`config.mk`:
```
export PLATFORM = sky130hd
export DESIGN_NAME = fft_twiddle_fetch_flat
export DESIGN_NICKNAME = d
export VERILOG_FILES = /design/src/rtl/fft_pkg.sv /design/src/rtl/fft_twiddle_fetch_if.sv /design/src/rtl/twiddle_skid_fifo.sv /design/src/rtl/fft_twiddle_fetch.sv /design/src/flat_wrapper.sv
export SDC_FILE = /design/constraint.sdc
export NUM_CORES = 1
export LEC_CHECK = 0
export ABC_CLOCK_PERIOD_IN_PS = 2400
export BUFFER_PORTS_ARGS = -buffer_cell sky130_fd_sc_hd__buf_2
export CAP_MARGIN = 20
export CORE_UTILIZATION = 40
export CTS_CLUSTER_SIZE = 12
export DETAILED_ROUTE_END_ITERATION = 10
export SLEW_MARGIN = 15
export SYNTH_ARGS = -nofsm -noshare
export SYNTH_HDL_FRONTEND = slang
export SYNTH_SLANG_ARGS = --single-unit
export TNS_END_PERCENT = 100
```
`constraint.sdc`:
```
create_clock -name clk -period 2.4 [get_ports clk]
set_input_delay 0.48 -clock clk [delete_from_list [all_inputs] [get_ports clk]]
set_output_delay 0.48 -clock clk [all_outputs]
set_load 0.03 [all_outputs]
```
`src/rtl/fft_pkg.sv`:
```
// fft_pkg -- shared definitions for the FFT twiddle fetch block.
// Holds the default sizes, the twiddle_t record carried through the skid FIFO,
// the fetch FSM state type and two small helpers (stage base address,
// saturating negation used by the conjugate build).
package fft_pkg;

  localparam int DEF_N_STAGES = 5;
  localparam int DEF_ADDR_W   = 5;
  localparam int DEF_DATA_W   = 16;
  localparam int TW_STAGE_W   = (DEF_N_STAGES > 1) ? $clog2(DEF_N_STAGES) : 1;

  typedef struct packed {
    logic [DEF_DATA_W-1:0] re;
    logic [DEF_DATA_W-1:0] im;
    logic [TW_STAGE_W-1:0] stage;
    logic                  last;
  } twiddle_t;

  typedef enum logic [1:0] {
    ST_IDLE  = 2'd0,
    ST_ISSUE = 2'd1,
    ST_DRAIN = 2'd2
  } fetch_state_t;

  // Stage s occupies 2^s ROM entries starting at 2^s - 1. The same value is
  // also the mask that folds the in-stage read index onto j.
  function automatic logic [DEF_ADDR_W-1:0] stage_base(input logic [TW_STAGE_W-1:0] s);
    return DEF_ADDR_W'((32'd1 << s) - 32'd1);
  endfunction

  // Two's-complement negation that maps the most-negative code to the
  // most-positive one instead of wrapping back onto itself.
  function automatic logic [DEF_DATA_W-1:0] neg_sat(input logic [DEF_DATA_W-1:0] x);
    if (x == {1'b1, {(DEF_DATA_W-1){1'b0}}})
      return {1'b0, {(DEF_DATA_W-1){1'b1}}};
    return -x;
  endfunction

endpackage

```
`src/rtl/fft_twiddle_fetch_if.sv`:
```
// fft_twiddle_fetch_if -- ROM read port plus twiddle valid/ready stream.
//   rom_addr/rom_en            : read request to both twiddle ROMs
//   rom_re_data/rom_im_data    : ROM outputs, valid one cycle after rom_en
//   tw_valid/tw_ready          : twiddle stream handshake
//   tw_re/tw_im/tw_stage/tw_last : twiddle payload
// master = the fetch block, slave = ROM pair + butterfly side.
interface fft_twiddle_fetch_if
  import fft_pkg::*;
#(
  parameter int ADDR_W  = DEF_ADDR_W,
  parameter int DATA_W  = DEF_DATA_W,
  parameter int STAGE_W = TW_STAGE_W
);
  logic [ADDR_W-1:0]  rom_addr;
  logic               rom_en;
  logic [DATA_W-1:0]  rom_re_data;
  logic [DATA_W-1:0]  rom_im_data;
  logic               tw_valid;
  logic               tw_ready;
  logic [DATA_W-1:0]  tw_re;
  logic [DATA_W-1:0]  tw_im;
  logic [STAGE_W-1:0] tw_stage;
  logic               tw_last;

  modport master (
    output rom_addr, rom_en, tw_valid, tw_re, tw_im, tw_stage, tw_last,
    input  rom_re_data, rom_im_data, tw_ready
  );

  modport slave (
    input  rom_addr, rom_en, tw_valid, tw_re, tw_im, tw_stage, tw_last,
    output rom_re_data, rom_im_data, tw_ready
  );
endinterface

```
`src/rtl/twiddle_skid_fifo.sv`:
```
// twiddle_skid_fifo -- 2-entry FIFO of twiddle_t.
//   clk, rst_n : clock, asynchronous active-low reset
//   push, push_data : write one entry (ignored when full unless popping)
//   pop        : remove the head entry (ignored when empty)
//   head       : current head entry (stable until popped)
//   count      : occupancy 0..2, used by the parent for read credit
module twiddle_skid_fifo
  import fft_pkg::*;
(
  input  logic     clk,
  input  logic     rst_n,
  input  logic     push,
  input  twiddle_t push_data,
  input  logic     pop,
  output twiddle_t head,
  output logic [1:0] count
);

  twiddle_t mem [2];
  logic     wr_ptr;
  logic     rd_ptr;
  logic     do_push;
  logic     do_pop;

  assign do_pop  = pop && (count != 2'd0);
  assign do_push = push && ((count != 2'd2) || do_pop);

  always_ff @(posedge clk or negedge rst_n) begin
    if (!rst_n) begin
      mem[0] <= '0;
      mem[1] <= '0;
      wr_ptr <= 1'b0;
      rd_ptr <= 1'b0;
      count  <= 2'd0;
    end else begin
      if (do_push) begin
        mem[wr_ptr] <= push_data;
        wr_ptr      <= ~wr_ptr;
      end
      if (do_pop)
        rd_ptr <= ~rd_ptr;
      case ({do_push, do_pop})
        2'b10:   count <= count + 2'd1;
        2'b01:   count <= count - 2'd1;
        default: count <= count;
      endcase
    end
  end

  assign head = mem[rd_ptr];

endmodule

```
`src/rtl/fft_twiddle_fetch.sv`:
```
// fft_twiddle_fetch -- twiddle ROM read sequencer for the radix-2 DIT FFT.
//   clk, rst_n : clock, asynchronous active-low reset
//   start      : one-cycle pulse, begins a transform (ignored while busy)
//   busy       : transform in progress
//   done       : one-cycle pulse after the final twiddle handshake
//   bus        : fft_twiddle_fetch_if.master (ROM read port + twiddle stream)
// Build option: define TWIDDLE_CONJ_EN to present the conjugate twiddle
// (saturating negation of the ROM imaginary part) for the inverse FFT.
//
// state    | meaning
// ---------+--------------------------------------------------------------
// ST_IDLE  | waiting for start, counters at zero
// ST_ISSUE | issuing ROM reads as credit allows
// ST_DRAIN | all reads issued, waiting for the tw_last handshake
module fft_twiddle_fetch
  import fft_pkg::*;
#(
  parameter int N_STAGES = DEF_N_STAGES,
  parameter int ADDR_W   = DEF_ADDR_W,
  parameter int DATA_W   = DEF_DATA_W
) (
  input  logic clk,
  input  logic rst_n,
  input  logic start,
  output logic busy,
  output logic done,
  fft_twiddle_fetch_if.master bus
);

  localparam int K_W = (N_STAGES > 1) ? N_STAGES - 1 : 1;
  localparam int S_W = TW_STAGE_W;
  localparam logic [S_W-1:0] LAST_STAGE = S_W'(N_STAGES - 1);
  localparam logic [K_W-1:0] LAST_K     = K_W'((1 << (N_STAGES - 1)) - 1);

  fetch_state_t   state;
  logic [S_W-1:0] stage_q;
  logic [K_W-1:0] k_q;          // read index inside the stage, 0..N/2-1
  logic           pend_q;       // read issued last cycle, data on ROM outputs now
  logic [S_W-1:0] pend_stage;
  logic           pend_last;

  logic [1:0]        fifo_count;
  twiddle_t          head;
  twiddle_t          push_data;
  logic [DATA_W-1:0] im_fixed;
  logic [2:0]        load;
  logic              pop;
  logic              issue;
  logic              issue_last;

  assign pop = bus.tw_valid && bus.tw_ready;

  // Occupancy after this cycle's pop plus the read returning this cycle.
  // Counting the pop lets the pipeline sustain one twiddle per cycle while
  // never holding more than two entries buffered or in flight.
  assign load  = {1'b0, fifo_count} + {2'b00, pend_q} - {2'b00, pop};
  assign issue = (state == ST_ISSUE) && (load < 3'd2);

  assign issue_last = (stage_q == LAST_STAGE) && (k_q == LAST_K);

  // Address = base + (k mod 2^s); the group index never needs storing.
  // Counters wrap to zero after the last read, so rom_addr only moves on
  // edges that completed a read.
  assign bus.rom_en   = issue;
  assign bus.rom_addr = ADDR_W'(stage_base(stage_q)) +
                        (ADDR_W'(k_q) & ADDR_W'(stage_base(stage_q)));

  always_ff @(posedge clk or negedge rst_n) begin
    if (!rst_n) begin
      state      <= ST_IDLE;
      busy       <= 1'b0;
      done       <= 1'b0;
      stage_q    <= '0;
      k_q        <= '0;
      pend_q     <= 1'b0;
      pend_stage <= '0;
      pend_last  <= 1'b0;
    end else begin
      done   <= 1'b0;
      pend_q <= issue;
      if (issue) begin
        pend_stage <= stage_q;
        pend_last  <= issue_last;
        if (k_q == LAST_K) begin
          k_q     <= '0;
          stage_q <= issue_last ? '0 : stage_q + S_W'(1);
        end else begin
          k_q <= k_q + K_W'(1);
        end
      end
      case (state)
        ST_IDLE: begin
          if (start) begin
            state <= ST_ISSUE;
            busy  <= 1'b1;
          end
        end
        ST_ISSUE: begin
          if (issue && issue_last)
            state <= ST_DRAIN;
        end
        ST_DRAIN: begin
          if (pop && head.last) begin
            state <= ST_IDLE;
            busy  <= 1'b0;
            done  <= 1'b1;
          end
        end
        default: state <= ST_IDLE;
      endcase
    end
  end

`ifdef TWIDDLE_CONJ_EN
  assign im_fixed = neg_sat(bus.rom_im_data);
`else
  assign im_fixed = bus.rom_im_data;
`endif

  always_comb begin
    push_data       = '0;
    push_data.re    = bus.rom_re_data;
    push_data.im    = im_fixed;
    push_data.stage = pend_stage;
    push_data.last  = pend_last;
  end

  twiddle_skid_fifo u_fifo (
    .clk       (clk),
    .rst_n     (rst_n),
    .push      (pend_q),
    .push_data (push_data),
    .pop       (pop),
    .head      (head),
    .count     (fifo_count)
  );

  assign bus.tw_valid = (fifo_count != 2'd0);
  assign bus.tw_re    = head.re;
  assign bus.tw_im    = head.im;
  assign bus.tw_stage = head.stage;
  assign bus.tw_last  = head.last;

endmodule

```
`src/flat_wrapper.sv`:
```
// flat-port wrapper written by rule: the top's interface ports become plain ports
module fft_twiddle_fetch_flat import fft_pkg::*;
#(
  parameter int N_STAGES = DEF_N_STAGES,
  parameter int ADDR_W   = DEF_ADDR_W,
  parameter int DATA_W   = DEF_DATA_W
)
  (clk, rst_n, start, busy, done, bus_rom_addr, bus_rom_en, bus_tw_valid, bus_tw_re, bus_tw_im, bus_tw_stage, bus_tw_last, bus_rom_re_data, bus_rom_im_data, bus_tw_ready);
  fft_twiddle_fetch_if #(.ADDR_W(ADDR_W), .DATA_W(DATA_W), .STAGE_W((TW_STAGE_W))) bus_i ();
  input  logic clk;
  input  logic rst_n;
  input  logic start;
  output logic busy;
  output logic done;
  output wire logic [$bits(bus_i.rom_addr)-1:0] bus_rom_addr;
  output wire logic [$bits(bus_i.rom_en)-1:0] bus_rom_en;
  output wire logic [$bits(bus_i.tw_valid)-1:0] bus_tw_valid;
  output wire logic [$bits(bus_i.tw_re)-1:0] bus_tw_re;
  output wire logic [$bits(bus_i.tw_im)-1:0] bus_tw_im;
  output wire logic [$bits(bus_i.tw_stage)-1:0] bus_tw_stage;
  output wire logic [$bits(bus_i.tw_last)-1:0] bus_tw_last;
  input wire logic [$bits(bus_i.rom_re_data)-1:0] bus_rom_re_data;
  input wire logic [$bits(bus_i.rom_im_data)-1:0] bus_rom_im_data;
  input wire logic [$bits(bus_i.tw_ready)-1:0] bus_tw_ready;
  assign bus_rom_addr = bus_i.rom_addr;
  assign bus_rom_en = bus_i.rom_en;
  assign bus_tw_valid = bus_i.tw_valid;
  assign bus_tw_re = bus_i.tw_re;
  assign bus_tw_im = bus_i.tw_im;
  assign bus_tw_stage = bus_i.tw_stage;
  assign bus_tw_last = bus_i.tw_last;
  assign bus_i.rom_re_data = bus_rom_re_data;
  assign bus_i.rom_im_data = bus_rom_im_data;
  assign bus_i.tw_ready = bus_tw_ready;
  fft_twiddle_fetch #(.N_STAGES(N_STAGES), .ADDR_W(ADDR_W), .DATA_W(DATA_W)) u_core (.clk(clk), .rst_n(rst_n), .start(start), .busy(busy), .done(done), .bus(bus_i));
endmodule
```
==> impl_metrics.env <==
export IMPL_r2r_end="u_core.stage_q[1]$_DFFE_PN0P_"
export IMPL_cts_tree="done"
export IMPL_final_antenna_net_count=0
export IMPL_crit_family="adder cells"
export IMPL_path_cells="o21a_1 > ha_1 > nand2b_4 > fa_2 > nand2_2 > nor3_4 > buf_6"
export IMPL_hold_buffers=0
export IMPL_critPathBufInv=1
export IMPL_antenna_found_initial=0
export IMPL_clk_latency_ns=0.35
export IMPL_rows=37
export IMPL_die_w_um=106
export IMPL_route_detailed_drc=0
export IMPL_start_kind="register"
export IMPL_tns_ns=-2.25
export IMPL_relSlewSlack=0.709
export IMPL_io_pins=81
export IMPL_fin_crit_ns=2.77
export IMPL_dr_pass1_iters=4
export IMPL_wl_per_cell_um=15.2
export IMPL_timing_final_hold_violations=0
export IMPL_critPathSlowestCell="fa_2"
export IMPL_clkSinkCount=92
export IMPL_crit_type="register to primary output"
export IMPL_hp_class="primary input to async pin"
export IMPL_antenna_cells=0
export IMPL_grt_ovfl_total=0
export IMPL_drv_cap=0
export IMPL_cts_made_buffers=9
export IMPL_path_clk_slew_ns=0.09
export IMPL_synth_distinct_cells=39
export IMPL_timing_final_ws_setup_ns=-0.368
export IMPL_clock_path_buffers=2
export IMPL_htreeDepth=3
export IMPL_setup_viol_count_final=14
export IMPL_status="complete, but fails checks"
export IMPL_vias_per_cell=4.97
export IMPL_path_depth=7
export IMPL_cts_root_buf="clkbuf_8"
export IMPL_netlist_top_cells_area="dfrtp_1 (53%), mux2_2 (28%), ha_1 (2.9%)"
export IMPL_yosysTopAreaCell="dfrtp_1"
export IMPL_synth_common_cells="mux2_2 (108), dfrtp_1 (92), ha_1 (10)"
export IMPL_async_flop_share=1.00
export IMPL_cp_arrival_ns=2.29
export IMPL_ys_warnings_count=0
export IMPL_num_vias=2754
export IMPL_synth_cell_area_mm2=0.00434
export IMPL_drtIter0Drc=57
export IMPL_worst_setup_path_end_kind="primary output"
export IMPL_grt_setup_unrepaired="true"
export IMPL_worstRegToRegCells=9
export IMPL_skew_ns=0.0106
export IMPL_yosysSeqAreaShare=0.530
export IMPL_nets=460
export IMPL_startpoint="u_core.u_fifo.count[1]$_DFFE_PN0P_"
export IMPL_report_final_slew_viol_count=0
export IMPL_dp_final_hpwl_um=5730
export IMPL_synth_edf_count=0
export IMPL_required_ns=1.92
export IMPL_r2r_slack_ns=-0.15
export IMPL_tightest_slew_ns=0.436
export IMPL_crit_end="bus_rom_en"
export IMPL_syn_inst=310
export IMPL_yosysMostFrequentCell="mux2_2"
export IMPL_dieArea_mm2=0.0113
export IMPL_die_height_um=106
export IMPL_syn_nets=357
export IMPL_min_period_over_period=1.15
export IMPL_yosys_area_top_type_share=0.530
export IMPL_worstReg2RegStart="u_core.u_fifo.count[1]$_DFFE_PN0P_"
export IMPL_io_buffers=80
export IMPL_routed_wl_um=8410
export IMPL_max_freq_ghz=0.361
export IMPL_initial_utilization=0.417
export IMPL_core_area_mm2=0.0104
export IMPL_track_usage=0.158
export IMPL_grt_max_degree=46
export IMPL_drive_above_1_share=0.634
export IMPL_violations="negative setup slack"
export IMPL_syn_avg_cell_area_um2=14.0
export IMPL_cp_max_fo=2
export IMPL_synth_seq_cells=92
export IMPL_area_growth_pct=26.9
export IMPL_gp_congestion=0.728
export IMPL_cpPeakStageDelay_ns=0.53
export IMPL_grt_pass1_vias=2883
export IMPL_synth_flop_cell="dfrtp_1"
export IMPL_grt_pass1_wl_um=13900
[routing by layer]
metal | wire [um] | share of wire | global-route usage | vias up
li1 | - | - | - | 1303
met1 | 3600 | 0.43 | 0.198 | 1386
met2 | 4230 | 0.50 | 0.263 | 60
met3 | 518 | 0.062 | 0.0503 | 5
met4 | 60 | 0.0071 | 0.0417 | 0
met5 | 0 | 0 | 0 | -
[worst min path at each step]
stage | from | endpoint | slack, ns | cells past startpoint
floorplan | rst_n | u_core.busy$_DFFE_PN0P_ | 0.18 | 0
global placement | rst_n | u_core.u_fifo.mem[61]$_DFFE_PN0P_ | 0.39 | 1
detailed placement | rst_n | u_core.u_fifo.mem[20]$_DFFE_PN0P_ | 0.39 | 1
CTS | rst_n | u_core.u_fifo.mem[61]$_DFFE_PN0P_ | 0.002 | 1
global route | rst_n | u_core.u_fifo.mem[61]$_DFFE_PN0P_ | 0.008 | 1
finish | rst_n | u_core.u_fifo.mem[61]$_DFFE_PN0P_ | 0.006 | 1
[cells in the final DEF (no fill, tap or decap), types with 2 or more instances in the layout]
cell type,n
buf_6,9
nor2b_1,2
xor2_2,2
a21oi_1,4
buf_2,74
buf_4,20
xnor2_2,2
o21a_1,2
o21ai_0,4
nand4_1,2
ha_1,3
dfrtp_1,90
mux2_2,108
buf_12,4
ha_4,7
xor2_1,2
nor2_4,2
xnor2_1,6
inv_1,4
dfrtp_2,2
nand3_1,3
nor3_1,2
nand2_1,5
mux2_1,7
nand2b_4,2
clkbuf_8,12
inv_2,5
nor2_1,6
[cells by family after synthesis]
| kind of cell | share of synthesized area |
|---|---|
| muxes | 0.298 |
| buffers and inverters | 0.0325 |
| xor gates and xnor gates | 0.0242 |
| AOI/OAI and AO/OA | 0.0403 |
| adders and majority gates | 0.0334 |
| and+or+nand+nor | 0.0415 |
| DFF | 0.530 |
[through the flow]
stage,hold WS (ns),utilization,setup slack [ns],cells,instance area (um^2)
after floorplan,0.184,-,-0.117,310,4420
after global placement,0.392,0.487,-0.232,533,5070
after detailed placement,0.395,0.489,-0.247,534,5090
after CTS,0.00203,0.524,-0.358,553,5450
after global routing,0.00753,0.529,-0.460,554,5510
final,0.00605,0.529,-0.368,554,5510
[flip-flops by register name, summed over array words and instances (netlist names), 2 cells and up]
name                 count
u_core.state             2
u_core.u_fifo.count      2
u_core.k_q               4
u_core.pend_stage        3
u_core.u_fifo.mem       72
u_core.stage_q           3
[what timing repair did]
action,in CTS,in global routing
setup endpoints to repair,10,18
setup buffers,3,1
pin swaps,9,12
resized for setup,28,14
[area by class of cell]
type	instances	area [um^2]
Multi-Input combinational cell	194	2090
Fill cell	919	4900
Clock inverter	3	43.8
Inverter	9	33.8
Clock buffer	13	169
Timing Repair Buffer	107	702
Sequential cell	92	2300
Tap cell	136	170
Power is left out: the tool's default activity adds up to more than one toggle a clock period on the data nets, which glitch-free logic cannot reach.
